===== config.mk =====
export PLATFORM = sky130hd
export DESIGN_NAME = uart_cmd_ctrl
export DESIGN_NICKNAME = d
export VERILOG_FILES = /design/src/rtl/ctrl_pkg.sv /design/src/rtl/cmd_timer.sv /design/src/rtl/uart_cmd_ctrl.sv
export SDC_FILE = /design/constraint.sdc
export NUM_CORES = 1
export LEC_CHECK = 0
export CAP_MARGIN = 20
export CORE_ASPECT_RATIO = 1.25
export CORE_UTILIZATION = 50
export CTS_CLUSTER_DIAMETER = 120
export DETAILED_ROUTE_END_ITERATION = 6
export GPL_ROUTABILITY_DRIVEN = 0
export PLACE_DENSITY = 0.76
export SYNTH_ARGS = -nofsm -noshare
export SYNTH_HDL_FRONTEND = slang
export SYNTH_HIERARCHICAL = 1
export SYNTH_SLANG_ARGS = --single-unit

===== constraint.sdc =====
create_clock -name clk -period 2.1 [get_ports clk]
set_input_delay 0.525 -clock clk [delete_from_list [all_inputs] [get_ports clk]]
set_output_delay 0.525 -clock clk [all_outputs]
set_load 0.01 [all_outputs]

===== src/rtl/ctrl_pkg.sv =====
// ----------------------------------------------------------------------------
// ctrl_pkg
// Definitions shared by the UART command sequencer and its timer:
//   - host opcodes (first byte of every frame)
//   - response bytes returned through the UART transmitter
//   - sequencer state encoding
//   - a helper that checks an address byte against the bank address width
// ----------------------------------------------------------------------------
package ctrl_pkg;

  // Host opcodes
  localparam logic [7:0] OP_WRITE = 8'h01;
  localparam logic [7:0] OP_READ  = 8'h02;
  localparam logic [7:0] OP_PING  = 8'h03;

  // Response bytes
  localparam logic [7:0] RSP_ACK  = 8'hAA;
  localparam logic [7:0] RSP_PING = 8'h55;
  localparam logic [7:0] RSP_ERR  = 8'hEE;

  typedef enum logic [3:0] {
    ST_IDLE,
    ST_GET_ADDR,
    ST_GET_DATA,
    ST_WR,
    ST_RD,
    ST_RD_WAIT,
    ST_RESP,
    ST_TX_HI,
    ST_TX_LO
  } state_e;

  // True when no address bit at or above position aw is set.
  function automatic logic addr_fits(input logic [7:0] addr, input int unsigned aw);
    logic fits;
    if (aw >= 8) begin
      fits = 1'b1;
    end else begin
      fits = ((addr >> aw) == 8'h00);
    end
    return fits;
  endfunction

endpackage


===== src/rtl/cmd_timer.sv =====
// ----------------------------------------------------------------------------
// cmd_timer
// Inter-byte timeout counter for the command sequencer.
//   clk       in   system clock
//   nRst      in   asynchronous active-low reset
//   clear_i   in   restart the count (a byte was received); wins over expiry
//   enable_i  in   count this cycle (sequencer is waiting inside a frame)
//   expire_o  out  combinational: count has reached TIMEOUT-1 while enabled
//                  and not being cleared in the same cycle
// ----------------------------------------------------------------------------
module cmd_timer #(
  parameter int unsigned TIMEOUT = 1_000_000
) (
  input  logic clk,
  input  logic nRst,
  input  logic clear_i,
  input  logic enable_i,
  output logic expire_o
);

  localparam int unsigned CNT_W = (TIMEOUT > 1) ? $clog2(TIMEOUT) : 1;
  localparam logic [CNT_W-1:0] LAST = CNT_W'(TIMEOUT - 1);

  logic [CNT_W-1:0] count_q;
  logic [CNT_W-1:0] count_d;

  always_comb begin
    count_d = count_q;
    if (clear_i) begin
      count_d = '0;
    end else if (enable_i) begin
      // Wrap to zero on expiry so the next frame starts from a clean count
      // even if the sequencer leaves the waiting states without a new byte.
      if (count_q == LAST) begin
        count_d = '0;
      end else begin
        count_d = count_q + 1'b1;
      end
    end
  end

  always_ff @(posedge clk or negedge nRst) begin
    if (!nRst) begin
      count_q <= '0;
    end else begin
      count_q <= count_d;
    end
  end

  assign expire_o = enable_i && !clear_i && (count_q == LAST);

endmodule


===== src/rtl/uart_cmd_ctrl.sv =====
// ----------------------------------------------------------------------------
// uart_cmd_ctrl
// Parses host command frames from the UART receiver, performs one access on
// the weight register bank and answers with a single byte through the UART
// transmitter.
//   Frames: WRITE 0x01,addr,data -> 0xAA   READ 0x02,addr -> bank data
//           PING  0x03           -> 0x55   anything else  -> 0xEE + cmd_err
//
// Ports
//   clk         in   system clock
//   nRst        in   asynchronous active-low reset
//   rx_data     in   received byte (valid while rx_valid)
//   rx_valid    in   one-cycle pulse per received byte
//   tx_data     out  response byte, held until the transmitter finishes
//   tx_start    out  one-cycle transmit request, only while tx_busy=0
//   tx_busy     in   transmitter busy
//   bank_addr   out  bank address
//   bank_wdata  out  bank write data
//   bank_we     out  one-cycle bank write strobe
//   bank_re     out  one-cycle bank read strobe
//   bank_rdata  in   bank read data, valid one cycle after bank_re
//   cmd_err     out  one-cycle pulse on bad opcode/address, timeout or a
//                    byte dropped while the sequencer was busy
// ----------------------------------------------------------------------------
module uart_cmd_ctrl
  import ctrl_pkg::*;
#(
  parameter int unsigned ADDR_W  = 4,
  parameter int unsigned TIMEOUT = 1_000_000
) (
  input  logic              clk,
  input  logic              nRst,
  input  logic [7:0]        rx_data,
  input  logic              rx_valid,
  output logic [7:0]        tx_data,
  output logic              tx_start,
  input  logic              tx_busy,
  output logic [ADDR_W-1:0] bank_addr,
  output logic [7:0]        bank_wdata,
  output logic              bank_we,
  output logic              bank_re,
  input  logic [7:0]        bank_rdata,
  output logic              cmd_err
);

  state_e            state_q, state_d;
  logic [7:0]        op_q, op_d;
  logic [7:0]        addr_q, addr_d;
  logic [7:0]        tx_data_q, tx_data_d;
  logic [ADDR_W-1:0] bank_addr_q, bank_addr_d;
  logic [7:0]        bank_wdata_q, bank_wdata_d;
  logic              cmd_err_q, cmd_err_d;

  logic timer_en;
  logic timer_expire;

  // The timeout only runs while the sequencer is waiting for the next byte
  // of a frame; every received byte restarts it.
  assign timer_en = (state_q == ST_GET_ADDR) || (state_q == ST_GET_DATA);

  cmd_timer #(
    .TIMEOUT (TIMEOUT)
  ) u_timer (
    .clk      (clk),
    .nRst     (nRst),
    .clear_i  (rx_valid),
    .enable_i (timer_en),
    .expire_o (timer_expire)
  );

  always_comb begin
    state_d      = state_q;
    op_d         = op_q;
    addr_d       = addr_q;
    tx_data_d    = tx_data_q;
    bank_addr_d  = bank_addr_q;
    bank_wdata_d = bank_wdata_q;
    cmd_err_d    = 1'b0;

    case (state_q)
      ST_IDLE: begin
        if (rx_valid) begin
          op_d = rx_data;
          if ((rx_data == OP_WRITE) || (rx_data == OP_READ)) begin
            state_d = ST_GET_ADDR;
          end else if (rx_data == OP_PING) begin
            tx_data_d = RSP_PING;
            state_d   = ST_RESP;
          end else begin
            tx_data_d = RSP_ERR;
            cmd_err_d = 1'b1;
            state_d   = ST_RESP;
          end
        end
      end

      ST_GET_ADDR: begin
        if (rx_valid) begin
          addr_d = rx_data;
          if (op_q == OP_WRITE) begin
            // Address is only judged once the data byte has arrived.
            state_d = ST_GET_DATA;
          end else if (addr_fits(rx_data, ADDR_W)) begin
            bank_addr_d = rx_data[ADDR_W-1:0];
            state_d     = ST_RD;
          end else begin
            tx_data_d = RSP_ERR;
            cmd_err_d = 1'b1;
            state_d   = ST_RESP;
          end
        end else if (timer_expire) begin
          cmd_err_d = 1'b1;
          state_d   = ST_IDLE;
        end
      end

      ST_GET_DATA: begin
        if (rx_valid) begin
          if (addr_fits(addr_q, ADDR_W)) begin
            bank_addr_d  = addr_q[ADDR_W-1:0];
            bank_wdata_d = rx_data;
            state_d      = ST_WR;
          end else begin
            tx_data_d = RSP_ERR;
            cmd_err_d = 1'b1;
            state_d   = ST_RESP;
          end
        end else if (timer_expire) begin
          cmd_err_d = 1'b1;
          state_d   = ST_IDLE;
        end
      end

      ST_WR: begin
        tx_data_d = RSP_ACK;
        state_d   = ST_RESP;
      end

      ST_RD: begin
        state_d = ST_RD_WAIT;
      end

      ST_RD_WAIT: begin
        tx_data_d = bank_rdata;
        state_d   = ST_RESP;
      end

      ST_RESP: begin
        if (!tx_busy) begin
          state_d = ST_TX_HI;
        end
      end

      ST_TX_HI: begin
        if (tx_busy) begin
          state_d = ST_TX_LO;
        end
      end

      ST_TX_LO: begin
        if (!tx_busy) begin
          state_d = ST_IDLE;
        end
      end

      default: begin
        state_d = ST_IDLE;
      end
    endcase

    // Bytes arriving while a frame is being executed or answered are lost;
    // flag them so the host knows to resend.
    if (rx_valid && (state_q != ST_IDLE) && (state_q != ST_GET_ADDR) &&
        (state_q != ST_GET_DATA)) begin
      cmd_err_d = 1'b1;
    end
  end

  always_ff @(posedge clk or negedge nRst) begin
    if (!nRst) begin
      state_q      <= ST_IDLE;
      op_q         <= 8'h00;
      addr_q       <= 8'h00;
      tx_data_q    <= 8'h00;
      bank_addr_q  <= '0;
      bank_wdata_q <= 8'h00;
      cmd_err_q    <= 1'b0;
    end else begin
      state_q      <= state_d;
      op_q         <= op_d;
      addr_q       <= addr_d;
      tx_data_q    <= tx_data_d;
      bank_addr_q  <= bank_addr_d;
      bank_wdata_q <= bank_wdata_d;
      cmd_err_q    <= cmd_err_d;
    end
  end

  // Strobes are decoded from the state register: each strobe state lasts
  // exactly one cycle, so each strobe is a single-cycle pulse, and reset
  // forces IDLE so they drop immediately.
  assign bank_we    = (state_q == ST_WR);
  assign bank_re    = (state_q == ST_RD);
  // Gating with tx_busy means the request fires on the first free cycle in
  // RESP and can never overlap a busy transmitter.
  assign tx_start   = (state_q == ST_RESP) && !tx_busy;

  assign tx_data    = tx_data_q;
  assign bank_addr  = bank_addr_q;
  assign bank_wdata = bank_wdata_q;
  assign cmd_err    = cmd_err_q;

endmodule


# --- Word level (Yosys, flattened, before mapping) ---
# Index checks and enable logic that the tools add are counted.
totals:
  input_bits: 20
  output_inout_bits: 24
  register_bits: 61
classes:
  n_addsub: 1
  n_reduce_logical: 24
  eq_ne: 27
  n_mux: 46
ops:
  columns: ["cell", "count"]
  rows:
  - ["$mux 8", 8]
  - ["$mux 20", 3]
  - ["$mux 4", 12]
  - ["$pmux 8 s5", 1]
  - ["$pmux 4 s8", 1]
  - ["$add 20x1->20 const B", 1]
  - ["$eq 20x20->1 const B", 1]
  - ["$ne 2x2->1 const B", 10]
  - ["$eq 4x3->1 const B", 4]
  - ["$eq 8x1->1 const B", 2]
  - ["$eq 8x2->1 const B", 2]
  - ["$logic_not 8->1", 2]
  - ["$mux 1", 15]
  - ["$mux 3", 3]
  - ["$eq 4x2->1 const B", 2]
  - ["$pmux 4 s2", 1]
  - ["$reduce_and 8->1", 1]
  - ["$logic_and 1x1->1", 6]
  - ["$reduce_and 6->1", 1]
  - ["$reduce_bool 5->1", 1]
  - ["$eq 4x1->1 const B", 1]
  - ["$eq 4x4->1 const B", 1]
  - ["$logic_not 4->1", 1]
  - ["$ne 2x1->1 const B", 2]
  - ["12 further kinds", 16]

# --- Longest topological paths before layout ---
# Gate-level depths: netlist of run 1.
logic_depth:
  ltp_word: 9
  ltp_mapped: 9
  ltp_nobuf: 8

# --- Hierarchy ---
# The synthesis of run 1 kept the hierarchy.
modules_own_cells:
  columns: ["mod", "instances", "cells_per_inst", "seq_area_each_um2", "area_each_um2"]
  rows:
  - ["uart_cmd_ctrl", 1, 185, 1026.0, 2232.1]
  - ["cmd_timer", 1, 138, 500.5, 1179.9]

# --- Worst setup path before layout of run 1 ---
# OpenSTA, ideal clock, no wires.
synth_path:
  kind: "reg2reg"
  startpoint: "register state_q[0]"
  endpoint: "register u_timer.count_q[18]"
  setup_time_ps: 69
  setup_slack_ps: -89
  period_less_slack_ps: 2189
  stages_incl_launch_ff: 10
  arrival_time_ps: 2120
  cell_sequence: "dfrtp_1 -> buf_2 -> nand2b_4 -> a211o_1 -> inv_1 -> nor2b_1 -> o31a_1 -> clkbuf_1 -> o211ai_1 -> nand3_1"
synth_between:
  elab_chain_cells: 3
  elab_cells_between_ends: 4
synth_rtl:
  columns: ["item", "line_no", "source"]
  rows:
  - ["from (decl)", "uart_cmd_ctrl.sv:46", "state_e state_q, state_d;"]
  - ["from (signal assigned)", "uart_cmd_ctrl.sv:189", "state_q <= state_d;"]
  - ["$eq 4x1->1 / $eq 4x2->1 (equally long branches)", "uart_cmd_ctrl.sv:59", "assign timer_en = (state_q == ST_GET_ADDR) || (state_q == ST_GET_DATA);"]
  - ["$logic_or 1x1->1 *", "uart_cmd_ctrl.sv:59", null]
  - ["named net timer_en", "uart_cmd_ctrl.sv:54", "logic timer_en;"]
  - ["$reduce_bool 2->1 (no line) *", null, null]
  - ["to (signal assigned)", "cmd_timer.sv:46", "count_q <= count_d;"]
  - ["to (decl)", "cmd_timer.sv:24", "logic [CNT_W-1:0] count_q;"]
# Mark *: on every way through the listed nets, which the timed path passes. The rest lies on a longest branch.
# A chain may end at the register's enable or synchronous reset.

# --- Worst setup path in the final report of run 1 ---
layout_path:
  startpoint: "register state_q[1]"
  endpoint: "output port bank_re"
layout_between:
  elab_chain_cells: 1
layout_rtl:
  columns: ["item", "line_no", "source"]
  rows:
  - ["$eq 4x3->1", "uart_cmd_ctrl.sv:203", "assign bank_re = (state_q == ST_RD);"]
  - ["to (decl)", "uart_cmd_ctrl.sv:41", "output logic bank_re,"]
# Every way passes these cells.

==> summary.txt, run 1 <==
Synth
  • Post-Syn Area: 3410 µm²
  • Syn avg cell area: 10.6 µm²
  • Syn Nets: between 300 and 400
  • Post-synth EDFFs: 0
  • Yosys top cell area share: 0.447
  • Synth warnings: 6
  • Sequential share of the synthesized area: 0.447
  • Synthesized instance count: 323
  • Synth cell types: 73
  • Dominant cell by count in the synthesized netlist: dfrtp_1
  • Post-synth top cells: dfrtp_1 (61), mux2_2 (29), nand2_1 (23)
  • Ys async rst share: 1.00
  • #FFs+latches synth: a little over 60
  • Largest cells by area after synthesis: dfrtp_1 (45%), mux2_2 (9.6%), nand2_1 (2.5%)
  • Ys flop type: dfrtp_1
  • Yosys top cell by area: dfrtp_1

GRT
  • Initial antenna violation count: 0
  • GRT overflow: 0
  • GRT Util Overall: 0.250
  • Number of global-route vias before repair: approximately 2900
  • Largest net degree at the start of global routing: 62
  • First-pass GRT wire length: between 10000 and 15000 µm

Critical path
  • Slowest stage cell on the critical path: dfrtp_1
  • CP max stage delay: around 0.44 ns
  • CP cell instances: buf_4 -> nor3_1 -> dlygate4sd2_1
  • Critical Path RT: between 1.5 and 2 ns
  • Critical Path Sink Type: output port
  • Crit path launch type: register
  • R2r worst-path depth: 8
  • CP Max Fanout: 14
  • Worst path arrival time: ~1.5 ns
  • Crit Path Class: register to output port

Power
  • Combinational share of power: 0.461
  • Share of total power in sequential cells: 0.326
  • Switching share of power: 0.338
  • Int Pwr: 3.72 mW
  • Pwr Total: around 5.6 mW
  • Clock share of power: 0.213
  • NetSw: about 1.9 mW
  • P_leak: ~1.9 nW
  • Peak VDD IR: ~660 µV
  • PD cells: between 1000 and 1500 nW/µm²

Clocking
  • CTS Buffer Depth: 2
  • Clock transition at the registers of the reported paths: 0.07 ns
  • Skew-Pair Late Insertion Delay: ~0.34 ns
  • CTS Hold Bufs: 0
  • Post-CTS setup buffers: 0
  • Total clock sinks: between 60 and 70
  • CTS Buf Count: 9
  • CTS tree: built
  • CTS root buffer: clkbuf_8
  • H-tree levels: 3

Flow run
  • Max-cap violation count: 0

Floorplan
  • Cell row count: 33
  • Starting Density: 0.520
  • Die area: around 7200 µm²
  • # IOs: 44
  • Die W: 75.9 µm
  • Core ar.: between 6000 and 7000 µm²
  • Die Y: around 94 µm

Drt
  • DR iter-0 viols: ~190
  • DR WL/cell: between 15 and 20 µm
  • Post-Route WL: between 7000 and 8000 µm
  • Pre-antenna DRT Iters: 4
  • Vias/cell: 5.82
  • Post-route antenna net violation count: 0
  • Vias: 2900
  • Drt drc: 0

Timing
  • Final setup TNS: 0 ns
  • Tmin final: a little over 2 ns
  • Max-slew headroom: 0.554
  • Worst Max-Slew Pin Slew: 0.668 ns
  • Final Hold Fails: 0
  • FMAX: ~500 MHz
  • Clock Skews: between 0.008 and 0.009 ns
  • Max-slew violation count: 0
  • Setup-failing EPs final: 0
  • Fin crit share: 0.960
  • Setup ws final: around 0.083 ns
  • RSZ-0062 raised after global routing: false

Finish
  • Fillers: between 500 and 600
  • Fin nets: about 430
  • Final Non-Filler Cells: roughly 500
  • Layout cell share with drive strength beyond 1: 0.282
  • Area Overhead vs Synth: 30.3%
  • Antenna diodes: 0
  • Post-layout util: 0.677

Placed design
  • Pre-CTS setup slack: -0.225 ns
  • I/O Buffers: 43
  • DP HPWL: 5620 µm
  • Placed cell count: roughly 480

Min path
  • Hold/Removal Path Class: input pin to async pin

Outcome
  • Status: completed
layout by cell type (no fill, tap or decap), drive strengths merged, types with 7 or more instances in the layout:
cell and count:
nand3 18, nor2 15, dfrtp 61, nor4 7
clkdlybuf4s50 39, nand2b 7, mux2 33, a21oi 17
nand2 23, nand4 8, o221ai 7, clkbuf 13
nor3 9, inv 13, buf 45, o21ai 8
power groups by stage:
| stage | logic [mW] | registers [mW] | clock network (mW) |
|---|---|---|---|
| 3_3_place_gp | 2.53 | 1.83 | 0 |
| 5_1_grt | 2.84 | 1.89 | 1.26 |
| 4_1_cts | 2.60 | 1.83 | 1.22 |
| 3_5_place_dp | 2.59 | 1.85 | 0 |
| 6_report | 2.60 | 1.83 | 1.20 |
| 2_1_floorplan | 1.47 | 1.88 | 0 |
registers in the layout, summed over array words and instances, names as in the netlist:
register / flops
op_q: 8
u_timer/count_q: 20
bank_addr: 4
addr_q: 8
cmd_err: 1
bank_wdata: 8
tx_data: 8
state_q: 4
worst max-delay path: cells and delay by family (launching register included):
family | cells | cell delay [ns]
buf+inv | 2 | 0.52
simple gates | 1 | 0.19
flops | 1 | 0.44
logic make-up after synthesis:
logic type                 share of synthesized area
AOI/OAI and AO/OA                              0.169
DFF                                            0.447
xor gates and xnor gates                      0.0103
adders and majority gates                    0.00367
muxes                                          0.118
and+or+nand+nor                                0.213
buffers and inverters                         0.0385
worst paths after layout:
check | startpoint | to | slack, ns
worst max-delay path | state_q[1] | bank_re | 0.08
max in group asynchronous | nRst | state_q[2] | 1.64
min in group clk | tx_data[2] | tx_data[2] | 0.49
worst min register to register | tx_data[2] | tx_data[2] | 0.49
worst max register to register | state_q[1] | u_timer/count_q[10] | 0.10
worst min-delay path | nRst | addr_q[2] | 0.19
area by class of cell:
class	instances	area (µm²)	area share
multi-input cells	234	1770	0.397
flip-flops and latches	61	1530	0.344
repair buffers	87	768	0.173
clock buffers	13	159	0.0357
well taps	87	109	0.0245
clock inverters	3	67.6	0.0152
inverters	13	48.8	0.0110
per-stage QoR:
step,instance area [µm²],hold slack (ns)
4_1_cts,4440,0.188
3_5_place_dp,4220,0.480
6_report,4450,0.186
5_1_grt,4450,0.208
3_3_place_gp,4220,0.475
2_1_floorplan,3420,0.229
per-layer routing:
metal,track usage,routed length [µm],vias to the layer above
li1,-,-,1394
met4,0.111,215,0
met3,0.0544,278,22
met5,0,0,-
met1,0.293,3310,1421
met2,0.428,4020,63
repair_timing:
action                                  CTS  global route
resized for setup                         4             3
endpoints found under the setup margin    4             8
pin swaps                                 0             0
Note: power is estimated with default switching activity, not from simulation.
==> run 2, diff against run 1 <==
--- a/config.mk
+++ b/config.mk
@@ -5,6 +5,7 @@
 export SDC_FILE = /design/constraint.sdc
 export NUM_CORES = 1
 export LEC_CHECK = 0
+export ABC_CLOCK_PERIOD_IN_PS = 2100
 export CAP_MARGIN = 20
 export CORE_ASPECT_RATIO = 1.25
 export CORE_UTILIZATION = 50
==> results of run 2 <==
Same layout as run 1: the final DEF is identical, and so are final timing and power.
==> run 3, diff against run 2 <==
--- a/config.mk
+++ b/config.mk
@@ -11,8 +11,8 @@
 export CORE_UTILIZATION = 50
 export CTS_CLUSTER_DIAMETER = 120
 export DETAILED_ROUTE_END_ITERATION = 6
-export GPL_ROUTABILITY_DRIVEN = 0
-export PLACE_DENSITY = 0.76
+export GPL_ROUTABILITY_DRIVEN = 1
+export PLACE_DENSITY = 0.75
 export SYNTH_ARGS = -nofsm -noshare
 export SYNTH_HDL_FRONTEND = slang
 export SYNTH_HIERARCHICAL = 1
==> run 3 against run 2 <==
Effect of this change: final cell count increased by 0.40%; highest routed layer unchanged; sequential cell count unchanged; setup slack got worse by 0.015 ns; count of clock-buffer cells in the layout decreased by 1.
==> summary.txt, run 3 (synthesis gave the netlist of run 1 again) <==
Outcome
  • Status: completed

GRT
  • Initial antenna violation count: 0 (unchanged)
  • First-pass GRT wire length: 13300 µm (-0.52%)
  • GRT Util Overall: 0.248 (-0.00139)
  • GRT overflow: 0 (unchanged)
  • Largest net degree at the start of global routing: 62 (unchanged)
  • Number of global-route vias before repair: 2874 (+0.52%)

Critical path
  • Buf/Inv on CP: 2 (unchanged)
  • CP Max Fanout: 3 (-11)
  • Crit path launch type: register
  • CP max stage delay: 0.40 ns (-0.04 ns)
  • Slowest stage cell on the critical path: dfrtp_1
  • Flop2flop setup slack: 0.11 ns (about the same)
  • R2r startpoint: state_q[1]
  • Worst path arrival time: 1.51 ns (+0.02 ns)
  • CP cell instances: nand2b_4 -> buf_4 -> nor3_1 -> dlygate4sd2_1
  • Crit path launch: state_q[0]
  • Critical Path RT: 1.57 ns (about the same)
  • Critical Path Sink Type: output port
  • Crit Path Class: register to output port
  • CP delay by family, top: buffers and inverters

Finish
  • Layout cell share with drive strength beyond 1: 0.286 (+0.00348)
  • Fin nets: 429 (+0.47%)
  • Antenna diodes: 0 (unchanged)
  • Most frequent cells in the layout: dfrtp_1 (60), buf_4 (45), clkdlybuf4s50_1 (39), mux2_2 (29), nand2_1 (23)
  • Number of flip-flops in the largest register: 20 (unchanged)
  • Area Overhead vs Synth: 29.6%
  • Final instance area: 4420 µm² (-0.51%)
  • Most common cell after layout, fill and taps aside: dfrtp_1
  • Most flops, register: u_timer/count_q

Placed design
  • GPL Wtd Cong: around 0.89
  • Cell Area, Placed: 4220 µm² (+0.18%)
  • Pre-CTS setup slack: -0.271 ns (-0.0463 ns)
  • I/O Buffers: 43 (unchanged)
  • DP HPWL: 5810 µm (+3.3%)

Drt
  • Vias: 2875 (-0.86%)
  • Pre-antenna DRT Iters: 4 (unchanged)
  • DR iter-0 viols: 176 (-7.9%)
  • Vias/cell: 5.75 (-1.3%)
  • Post-Route WL: 7900 µm (+0.98%)
  • DR WL/cell: 15.8 µm (+0.58%)
  • Drt drc: 0 (unchanged)
  • Post-route antenna net violation count: 0 (unchanged)

Floorplan
  • # IOs: 44 (unchanged)
  • Die area: 7160 µm² (unchanged)
  • Die Y: 94.4 µm (unchanged)
  • Core ar.: 6570 µm² (unchanged)
  • Die W: 75.9 µm (unchanged)
  • Cell row count: 33 (unchanged)
  • Starting Density: 0.520 (unchanged)

Power
  • Switching share of power: 0.347 (+0.00913)
  • Combinational share of power: 0.478 (+0.017)
  • Peak VDD IR: 483 µV (-27%)
  • NetSw: 1.90 mW (about the same)
  • PD cells: 1240 nW/µm² (-2.1%)
  • Clock share of power: 0.187 (-0.026)
  • P_leak: 1.88 nW (-0.17%)
  • Share of total power in sequential cells: 0.336 (+0.010)
  • Pwr Total: 5.48 mW (-2.6%)
  • Int Pwr: 3.58 mW (-4.0%)

Min path
  • Hold/Removal Path Class: input pin to async pin

Timing
  • Hold WS: 0.167 ns (-0.0192 ns)
  • Max-slew violation count: 0 (unchanged)
  • Fin crit share: 0.967 (+0.00713)
  • FMAX: 492 MHz (-0.74%)
  • Setup-failing EPs final: 0 (unchanged)
  • Worst Max-Slew Pin Slew: 0.708 ns (+0.0400 ns)
  • Clock Skews: 0.00772 ns (-0.000348 ns)
  • Tmin final: 2.03 ns (+0.0150 ns)
  • Final Hold Fails: 0 (unchanged)
  • Final setup TNS: 0 ns (unchanged)
  • Max-slew headroom: 0.527 (-0.0267)
  • Setup ws final: 0.0683 ns (-0.0150 ns)

Clocking
  • Skew-Pair Late Insertion Delay: 0.35 ns (about the same)
  • CTS tree: built
  • Clock transition at the registers of the reported paths: 0.07 ns (about the same)
  • CTS root buffer: clkbuf_8
  • CTS Buf Count: 9 (unchanged)
  • CTS Buffer Depth: 2 (unchanged)
  • H-tree levels: 3 (unchanged)
  • Total clock sinks: 61 (unchanged)

Flow run
  • Max-cap violation count: 0 (unchanged)
==> run 3: final cells by class <==
| cell class | count | area (µm²) |
|---|---|---|
| clock inverter | 4 | 47.5 |
| multi-input combinational | 234 | 1770 |
| clock buffer | 12 | 145 |
| sequential | 61 | 1530 |
| fill | 489 | 2140 |
| tap | 87 | 109 |
| timing repair buffer | 89 | 779 |
| inverter | 13 | 48.8 |
==> run 3: what timing repair did <==
item                                    CTS  global route
buffers inserted                          0             1
resized for setup                         4             2
endpoints found under the setup margin    6            10
hold buffers                              0             0
==> run 3: power by group through the flow <==
stage | registers [mW] | clock network [mW] | logic (mW)
finish | 1.84 | 1.02 | 2.62
global route | 1.89 | 1.10 | 2.84
CTS | 1.83 | 1.05 | 2.61
detailed placement | 1.86 | 0 | 2.61
global placement | 1.83 | 0 | 2.55
floorplan | 1.88 | 0 | 1.47
==> run 3: path summary, 6_finish.rpt <==
path | to | cells after the start
max | tx_start | 4
min | addr_q[0] | 2
max reg2reg | u_timer/count_q[10] | 8
min reg2reg | tx_data[2] | 1
max in group asynchronous | state_q[2] | 2
min in group clk | tx_data[2] | 1
==> run 3: per-layer routing <==
metal	vias up	share of wire	global-route usage
met4	0	0.016	0.0988
li1	1393	-	-
met3	14	0.031	0.0416
met1	1409	0.41	0.293
met2	59	0.55	0.439
met5	-	0	0
==> run 3: through the flow <==
stage | utilization | cells
6_report | 0.674 | 500
4_1_cts | 0.672 | 499
3_3_place_gp | 0.643 | 483
3_5_place_dp | 0.643 | 483
5_1_grt | 0.674 | 500
2_1_floorplan | - | 323
